File: config.mk
export PLATFORM = sky130hd
export DESIGN_NAME = booth_simd_datapath_flat
export DESIGN_NICKNAME = d
export VERILOG_FILES = /design/src/rtl/booth_simd_datapath_if.sv /design/src/rtl/booth_simd_datapath.sv /design/src/flat_wrapper.sv
export SDC_FILE = /design/constraint.sdc
export NUM_CORES = 1
export LEC_CHECK = 0
export ABC_AREA = 1
export BUFFER_PORTS_ARGS = -buffer_cell sky130_fd_sc_hd__buf_2
export CAP_MARGIN = 40
export CORE_MARGIN = 8
export CORE_UTILIZATION = 59
export DETAILED_ROUTE_END_ITERATION = 10
export HOLD_SLACK_MARGIN = 0.05
export PLACE_DENSITY = 0.81
export SYNTH_ARGS = -nofsm -noshare
export SYNTH_HDL_FRONTEND = slang
export SYNTH_SLANG_ARGS = --single-unit
File: constraint.sdc
create_clock -name clk -period 3.6 [get_ports clk]
set_clock_uncertainty 0.2 [all_clocks]
set_input_delay 0.36 -clock clk [delete_from_list [all_inputs] [get_ports clk]]
set_output_delay 0.36 -clock clk [all_outputs]
set_load 0.05 [all_outputs]
File: src/rtl/booth_simd_datapath_if.sv
`default_nettype none
// ============================================================================
//  Module   : booth_simd_datapath_if
//  Purpose  : Control-strobe / result bundle between the Booth control FSM
//             and the SIMD Booth datapath.
//  Revision : 1.0  initial release
// ============================================================================
interface booth_simd_datapath_if #(
    parameter int W = 16
);
    logic             mode;
    logic [W-1:0]     mcand_in;
    logic [W-1:0]     mplier_in;
    logic             clr;
    logic             clr_count;
    logic             ld;
    logic             dec;
    logic             done;
    logic             eqz;
    logic [2*W-1:0]   product;
    logic             product_valid;

    modport master (
        output mode, mcand_in, mplier_in, clr, clr_count, ld, dec, done,
        input  eqz, product, product_valid
    );

    modport slave (
        input  mode, mcand_in, mplier_in, clr, clr_count, ld, dec, done,
        output eqz, product, product_valid
    );
endinterface
`default_nettype wire

File: src/rtl/booth_simd_datapath.sv
`default_nettype none
// ============================================================================
//  Module   : booth_simd_datapath
//  Purpose  : Radix-2 signed Booth datapath; one WxW product or two
//             independent (W/2)x(W/2) lane products.
//  Revision : 1.0  initial release
// ============================================================================
module booth_simd_datapath #(
    parameter int W = 16
) (
    input  wire logic              clk,
    input  wire logic              rst,
    booth_simd_datapath_if.slave   bus
);
    localparam int N  = W / 2;
    localparam int CW = $clog2(W) + 1;
    localparam logic [CW-1:0] c_cnt_full = CW'(W);
    localparam logic [CW-1:0] c_cnt_lane = CW'(N);

    logic [W-1:0]     r_a;
    logic [W-1:0]     r_q;
    logic [W-1:0]     r_m;
    logic [1:0]       r_qm1;
    logic [CW-1:0]    r_cnt;
    logic             r_mode;
    logic [2*W-1:0]   r_product;
    logic             r_valid;

    logic [W:0]       w_sum_f;
    logic [N:0]       w_sum_l0;
    logic [N:0]       w_sum_l1;
    logic [W-1:0]     w_a_nx;
    logic [W-1:0]     w_q_nx;
    logic [1:0]       w_qm1_nx;
    logic             w_mode_eff;

    // Full-width and per-lane partial sums, each one bit wider than its
    // operands so the most negative multiplicand cannot overflow.
    always_comb begin
        w_sum_f  = {r_a[W-1], r_a};
        w_sum_l0 = {r_a[N-1], r_a[N-1:0]};
        w_sum_l1 = {r_a[W-1], r_a[W-1:N]};

        unique case ({r_q[0], r_qm1[0]})
            2'b01: begin
                w_sum_f  = {r_a[W-1], r_a} + {r_m[W-1], r_m};
                w_sum_l0 = {r_a[N-1], r_a[N-1:0]} + {r_m[N-1], r_m[N-1:0]};
            end
            2'b10: begin
                w_sum_f  = {r_a[W-1], r_a} - {r_m[W-1], r_m};
                w_sum_l0 = {r_a[N-1], r_a[N-1:0]} - {r_m[N-1], r_m[N-1:0]};
            end
            default: ;
        endcase

        unique case ({r_q[N], r_qm1[1]})
            2'b01:   w_sum_l1 = {r_a[W-1], r_a[W-1:N]} + {r_m[W-1], r_m[W-1:N]};
            2'b10:   w_sum_l1 = {r_a[W-1], r_a[W-1:N]} - {r_m[W-1], r_m[W-1:N]};
            default: ;
        endcase
    end

    always_comb begin
        if (!r_mode) begin
            w_a_nx   = w_sum_f[W:1];
            w_q_nx   = {w_sum_f[0], r_q[W-1:1]};
            w_qm1_nx = {r_qm1[1], r_q[0]};
        end else begin
            w_a_nx   = {w_sum_l1[N:1], w_sum_l0[N:1]};
            w_q_nx   = {w_sum_l1[0], r_q[W-1:N+1], w_sum_l0[0], r_q[N-1:1]};
            w_qm1_nx = {r_q[N], r_q[0]};
        end
    end

    // A counter load coinciding with clr must see the mode being latched.
    assign w_mode_eff = bus.clr ? bus.mode : r_mode;

    always_ff @(posedge clk) begin
        if (rst) begin
            r_a    <= '0;
            r_q    <= '0;
            r_m    <= '0;
            r_qm1  <= '0;
            r_mode <= 1'b0;
        end else if (bus.clr) begin
            r_a    <= '0;
            r_q    <= bus.mplier_in;
            r_m    <= bus.mcand_in;
            r_qm1  <= '0;
            r_mode <= bus.mode;
        end else if (bus.ld && (r_cnt != '0)) begin
            r_a    <= w_a_nx;
            r_q    <= w_q_nx;
            r_qm1  <= w_qm1_nx;
        end
    end

    always_ff @(posedge clk) begin
        if (rst) begin
            r_cnt <= '0;
        end else if (bus.clr_count) begin
            r_cnt <= w_mode_eff ? c_cnt_lane : c_cnt_full;
        end else if (bus.dec && (r_cnt != '0)) begin
            r_cnt <= r_cnt - 1'b1;
        end
    end

    always_ff @(posedge clk) begin
        if (rst) begin
            r_product <= '0;
            r_valid   <= 1'b0;
        end else begin
            r_valid <= bus.done;
            if (bus.done) begin
                if (!r_mode)
                    r_product <= {r_a, r_q};
                else
                    r_product <= {r_a[W-1:N], r_q[W-1:N], r_a[N-1:0], r_q[N-1:0]};
            end
        end
    end

    assign bus.eqz           = (r_cnt == '0);
    assign bus.product       = r_product;
    assign bus.product_valid = r_valid;
endmodule
`default_nettype wire

File: src/flat_wrapper.sv
// flat-port wrapper written by rule: the top's interface ports become plain ports
module booth_simd_datapath_flat 
#(
    parameter int W = 16
)
  (clk, rst, bus_mode, bus_mcand_in, bus_mplier_in, bus_clr, bus_clr_count, bus_ld, bus_dec, bus_done, bus_eqz, bus_product, bus_product_valid);
  booth_simd_datapath_if #(.W(W)) bus_i ();
  input  wire logic clk;
  input  wire logic rst;
  input wire logic [$bits(bus_i.mode)-1:0] bus_mode;
  input wire logic [$bits(bus_i.mcand_in)-1:0] bus_mcand_in;
  input wire logic [$bits(bus_i.mplier_in)-1:0] bus_mplier_in;
  input wire logic [$bits(bus_i.clr)-1:0] bus_clr;
  input wire logic [$bits(bus_i.clr_count)-1:0] bus_clr_count;
  input wire logic [$bits(bus_i.ld)-1:0] bus_ld;
  input wire logic [$bits(bus_i.dec)-1:0] bus_dec;
  input wire logic [$bits(bus_i.done)-1:0] bus_done;
  output wire logic [$bits(bus_i.eqz)-1:0] bus_eqz;
  output wire logic [$bits(bus_i.product)-1:0] bus_product;
  output wire logic [$bits(bus_i.product_valid)-1:0] bus_product_valid;
  assign bus_i.mode = bus_mode;
  assign bus_i.mcand_in = bus_mcand_in;
  assign bus_i.mplier_in = bus_mplier_in;
  assign bus_i.clr = bus_clr;
  assign bus_i.clr_count = bus_clr_count;
  assign bus_i.ld = bus_ld;
  assign bus_i.dec = bus_dec;
  assign bus_i.done = bus_done;
  assign bus_eqz = bus_i.eqz;
  assign bus_product = bus_i.product;
  assign bus_product_valid = bus_i.product_valid;
  booth_simd_datapath #(.W(W)) u_core (.clk(clk), .rst(rst), .bus(bus_i));
endmodule
---- Word-level counts from Yosys, hierarchy flattened ----
Cells that the tools add are included.
word-level totals
  register bits after elaboration ......... 89
  input port bits ......................... 40
  output and inout port bits .............. 34
  logic and storage cells ................. 47
operators by class
  add/sub/neg operators ................... 7
  equality and inequality tests ........... 6
  muxes and demuxes ....................... 12
  reductions and logical operators ........ 11
operators with widths
  cell                                                                count
  16-bit 2-to-1 mux                                                   4
  9-bit case mux with 2 select lines                                  2
  17-bit case mux with 2 select lines                                 1
  24-bit 2-to-1 mux                                                   1
  8-bit by 8-bit adder with 9-bit output                              2
  8-bit by 8-bit subtractor with 9-bit output                         2
  16-bit by 16-bit adder with 17-bit output                           1
  16-bit by 16-bit subtractor with 17-bit output                      1
  5-bit 2-to-1 mux                                                    3
  3-bit inequality test, second input constant                        2
  5-bit zero test                                                     1
  5-bit nonzero test                                                  1
  5-bit by 1-bit subtractor with 5-bit output, second input constant  1
  2-bit by 1-bit == test with 1-bit output, second input constant     2
  2-bit == test, second input constant                                2
  2-bit AND reduction                                                 2
  2-bit nonzero test                                                  2
  3-bit AND reduction                                                 1
  3-bit nonzero test                                                  1
  1-bit logical AND                                                   2
  2-bit OR reduction                                                  1
  1-bit 2-to-1 mux                                                    1

---- Logic depth before layout (Yosys ltp) ----
  depth after elaboration ................. 5
  gate-level depth with buffers ........... 20
  mapped depth without buffers ............ 19

---- Worst setup path after synthesis ----
Ideal clock, no wire load.
  kind .................................... register to register
  from .................................... register u_core.r_qm1[0]
  to ...................................... register u_core.r_a[11]
  library setup time ...................... 0.119 ns
  data arrival time ....................... 2.293 ns
  path slack .............................. 0.988 ns
  cell stages (with the launch flop) ...... 20
  buffers on the path ..................... 2
  cell sequence ........................... dfxtp_1 inv_1 ha_1 clkbuf_8 inv_2 buf_2 o21ai_0 xor2_1 inv_1 ha_1 a21oi_1 nor2_1 nor2_1 nand2_2 nand2_1 nand2_1 nand2_1 nand3_1 nand2_1 a21oi_1
on the way
  word-level cells in the longest chain between the ends .. 3
ends and longest elaborated chain
  item                                                                       line                       text
  start, declared                                                            booth_simd_datapath.sv:23  logic [1:0] r_qm1;
  start signal, assigned                                                     booth_simd_datapath.sv:94  r_qm1 <= w_qm1_nx;
  2-bit == test or 2-bit by 1-bit == test with 1-bit output (tied branches)  booth_simd_datapath.sv:44  unique case ({r_q[0], r_qm1[0]})
  17-bit case mux with 2 select lines (*)                                    booth_simd_datapath.sv:44
  16-bit 2-to-1 mux (*)                                                      booth_simd_datapath.sv:64  if (!r_mode) begin
  end signal, assigned                                                       booth_simd_datapath.sv:92  r_a <= w_a_nx;
  end, declared                                                              booth_simd_datapath.sv:20  logic [W-1:0] r_a;
Every way passes the cells marked *; elsewhere a longest branch is shown, timed or not.
A chain may end at the register's enable or synchronous reset.

---- Worst setup path in the final report ----
  from .................................... register u_core.r_q[0]
  to ...................................... register u_core.r_a[14]
on the way
  word-level cells in the longest chain between the ends .. 3
ends and longest elaborated chain
  item                                                                       line                       text
  start, declared                                                            booth_simd_datapath.sv:21  logic [W-1:0] r_q;
  start signal, assigned                                                     booth_simd_datapath.sv:87  r_q <= bus.mplier_in;
  start signal, assigned                                                     booth_simd_datapath.sv:93  r_q <= w_q_nx;
  2-bit == test or 2-bit by 1-bit == test with 1-bit output (tied branches)  booth_simd_datapath.sv:44
  17-bit case mux with 2 select lines (*)                                    booth_simd_datapath.sv:44
  16-bit 2-to-1 mux (*)                                                      booth_simd_datapath.sv:64
Marks and branches as above.

==> run_results.csv <==
group,metric,value,unit
status,status,"finished, final reports clean",
timing,fin_crit,2.986,ns
routing,first_iter_violations,478,
clocking,clock-sinks,89,
clocking,post_cts_buffers,0,
critical_path,worstPathRequired,3.65,ns
pwr,power.total,2.718,mW
timing,tns,0,ns
timing,hold_viol,0,
logic_synthesis,synth.avg_cell_area,6.700,um^2
logic_synthesis,async_reset_ff_frac,0,
critical_path,reg2reg_slack,0.61,ns
timing,report.final.slew_viol_count,0,
critical_path,critPathKind,"reg2reg",
floorplan,dieArea,0.01307,mm^2
floorplan,die_x,114.3,um
finish,num-fill-cells,886,
critical_path,worst_setup_path_end_kind,"flip-flop",
routing,wl_per_cell,14.96,um
logic_synthesis,synthDominantCellAreaShare,0.3125,
grt,grt_pass1_wl,26310,um
clocking,cts_tree,"built",
finish,syn_to_final_growth,11.78,%
timing,rsz0062_at_grt,"false",
pwr,ir_worst_vdd,310.0,uV
critical_path,crit_fanout,12,
pwr,netSwitchingFraction,0.3752,
grt,grt_overflow_total,0,
finish,post-route-util,0.6643,
critical_path,crit_chain,"ha_1 -> inv_2 -> o21ai_4 -> o21ai_0 -> xor2_1 -> inv_1 -> ha_1 -> a21oi_1 -> nand2_1 -> a21oi_1 -> nand2_1 -> nand2_1 -> nand3_1 -> nand3_1 -> a21oi_1",
clocking,cts.clk_slew.worst_paths,0.10,ns
pwr,pwr-share-seq,0.407,
logic_synthesis,synth_most_common_cell,"nand2_1",
timing,fmax,334.9,MHz
flow_run,drv_cap,0,
grt,grtUsageTotal,0.2442,
timing,finalCritPeriodShare,0.8294,
floorplan,start_util,0.5943,
finish,diodes,0,
routing,dr_total_vias,5800,
critical_path,crit_buf_inv,2,
logic_synthesis,synth_area,0.005702,mm^2
critical_path,cp.depth,15,
grt,grt_pass1_vias,5519,
logic_synthesis,synth.distinct_cells,46,
critical_path,r2r_start,"u_core.r_q[0]",
routing,vias_per_cell,5.529,
worst_hold_path,hold_path_class,"in2reg",
clocking,htreeDepth,3,
grt,grt_start_max_net_pins,41,
logic_synthesis,synthesis.nets,923,
logic_synthesis,ys_ff_latch,89,
logic_synthesis,synth_edf_count,0,
logic_synthesis,synth_area_leader_cell,"dfxtp_1",
floorplan,io_pins,74,
critical_path,critPathMaxStageDelay,0.39,ns
worst_hold_path,whs_path_depth,3,
floorplan,row_count,36,
logic_synthesis,syn_inst,851,
finish,multiInputGateArea,0.003352,mm^2
clocking,ctsResizeCount,0,
clocking,clkLatencyLatePin,0.36,ns
pwr,p_sw,1.020,mW
timing,setup_viol,0,
logic_synthesis,ys_warn_count,0,
pwr,p_clk_frac,0.272,
floorplan,core_area,0.009594,mm^2
finish,drive_above_1_share,0.1343,
critical_path,crit_end,"u_core.r_a[14]",
pwr,leakage,3.052,nW
pwr,p_int,1.698,mW
critical_path,rr_endpoint,"u_core.r_a[14]",
clocking,cts_max_path_buffers,2,
logic_synthesis,synthFlopType,"dfxtp_1",
logic_synthesis,yosys-top-cells-count,"nand2_1, a21oi_1, inv_1",
critical_path,start_kind,"flip-flop",
routing,remaining_drc_errors,0,
placed_design,dp_slack,0.6412,ns
clocking,cts-hold-fix-buffers,6,
logic_synthesis,synthTopCellsByArea,"dfxtp_1, nand2_1, a21oi_1",
pwr,pwr-share-comb,0.321,
critical_path,r2r_cells,15,
critical_path,crit_family,"compound AO/OA/AOI/OAI gates",
critical_path,worst_ep_arrival_time,3.03,ns
critical_path,startpoint,"u_core.r_q[0]",
finish,seq_area,0.001782,mm^2
routing,wirelength,15690,um
finish,num-nets-final,983,
routing,ant_nets,0,
placed_design,gp_congestion,0.9551,
placed_design,dp_hpwl,11450,um
routing,first_pass_iters,5,
timing,max_slew_margin,0.5819,
timing,post-route-worst-setup-slack,0.6141,ns
logic_synthesis,ys_seq_area_frac,0.3125,
grt,antenna_found_initial,0,
clocking,clockRootBuffer,"clkbuf_8",
finish,fin_area,0.006374,mm^2
timing,tightest_slew,0.6271,ns
placed_design,portBuffers,73,
clocking,numCtsBuffers,9,
pwr,p_per_area,426.4,mW/mm^2
critical_path,crit_slowest_cell,"ha_1",
floorplan,die_y,114.3,um
placed_design,place_area,0.006100,mm^2
## worst min-delay path by stage
| stage | slack, ns | from | to |
|---|---|---|---|
| after floorplan | 0.23 | u_core.r_qm1[0] | u_core.r_qm1[0] |
| after global placement | 0.25 | u_core.r_qm1[0] | u_core.r_qm1[0] |
| after detailed placement | 0.27 | u_core.r_qm1[0] | u_core.r_qm1[0] |
| after CTS | 0.06 | bus_mplier_in[9] | u_core.r_q[9] |
| after global routing | 0.07 | bus_mplier_in[3] | u_core.r_q[3] |
| final | 0.07 | bus_mplier_in[8] | u_core.r_q[8] |
## cells in the final DEF, fill, tap and decap left out, types with 3 or more instances in the layout
cell type / synthesis / routed
nor3_1: 4 / 4
o21ai_0: 80 / 80
nand3b_1: 3 / 3
dlygate4sd3_1: 0 / 6
nand3_1: 60 / 60
inv_2: 3 / 3
a21oi_1: 102 / 102
nand4_1: 4 / 4
o211ai_1: 4 / 4
o21ai_1: 6 / 6
nor2_4: 3 / 3
xnor2_1: 5 / 5
nor2_1: 72 / 72
dfxtp_1: 89 / 89
inv_1: 98 / 98
buf_4: 2 / 6
o21bai_1: 3 / 3
clkbuf_8: 2 / 11
ha_1: 30 / 30
or2_2: 3 / 3
xor2_1: 23 / 23
a31oi_1: 18 / 18
buf_2: 7 / 73
nand2_2: 6 / 6
nand2_1: 172 / 172
## power by group through the flow
stage	Combinational (mW)	Sequential (mW)	Clock [mW]
5_1_grt	0.978	1.11	0.787
6_report	0.871	1.11	0.740
4_1_cts	0.864	1.10	0.744
3_3_place_gp	0.844	1.13	0
3_5_place_dp	0.852	1.13	0
2_1_floorplan	0.595	1.19	0
## state kept, by name, summed over array words and instances, names as in the netlist
| name | flops |
|---|---|
| u_core.r_qm1 | 2 |
| u_core.r_mode | 1 |
| u_core.bus.product | 32 |
| u_core.r_a | 16 |
| u_core.r_cnt | 5 |
| u_core.bus.product_valid | 1 |
| u_core.r_m | 16 |
| u_core.r_q | 16 |
## cell families (layout without fill, tap and decap cells)
| group | after synthesis | count (layout) | synth area share |
|---|---|---|---|
| and+or+nand+nor | 338 | 338 | 0.2585 |
| adders and majority gates | 32 | 32 | 0.07286 |
| xor gates and xnor gates | 28 | 28 | 0.04301 |
| buffers and inverters | 139 | 204 | 0.09963 |
| DFF | 89 | 89 | 0.3125 |
| AOI/OAI and AO/OA | 225 | 225 | 0.2135 |
## worst min-delay path: cells and delay by family
kind	cells	cell delay (ns)
buffers and inverters	1	0.10
AOI/OAI and AO/OA	1	0.07
and+or+nand+nor	1	0.05
## layer usage
metal,up-vias,global-route usage,share of wire
li1,2927,-,-
met4,0,0.06477,0.0094
met5,-,0,0
met1,2630,0.3172,0.43
met2,229,0.4006,0.47
met3,14,0.05063,0.086
## area by class of cell
cell class	instances	area share
multi-input combinational	623	0.5259
sequential	89	0.2795
clock inverter	5	0.009815
timing repair buffer	85	0.07381
inverter	103	0.06105
clock buffer	11	0.02375
tap	133	0.02611
## metrics by stage
step	hold slack, ns	instances
5_1_grt	0.06906	1049
3_3_place_gp	0.2495	1027
4_1_cts	0.06444	1049
6_report	0.06994	1049
2_1_floorplan	0.2347	851
3_5_place_dp	0.2735	1027
Power figures use the tool's default switching activity.
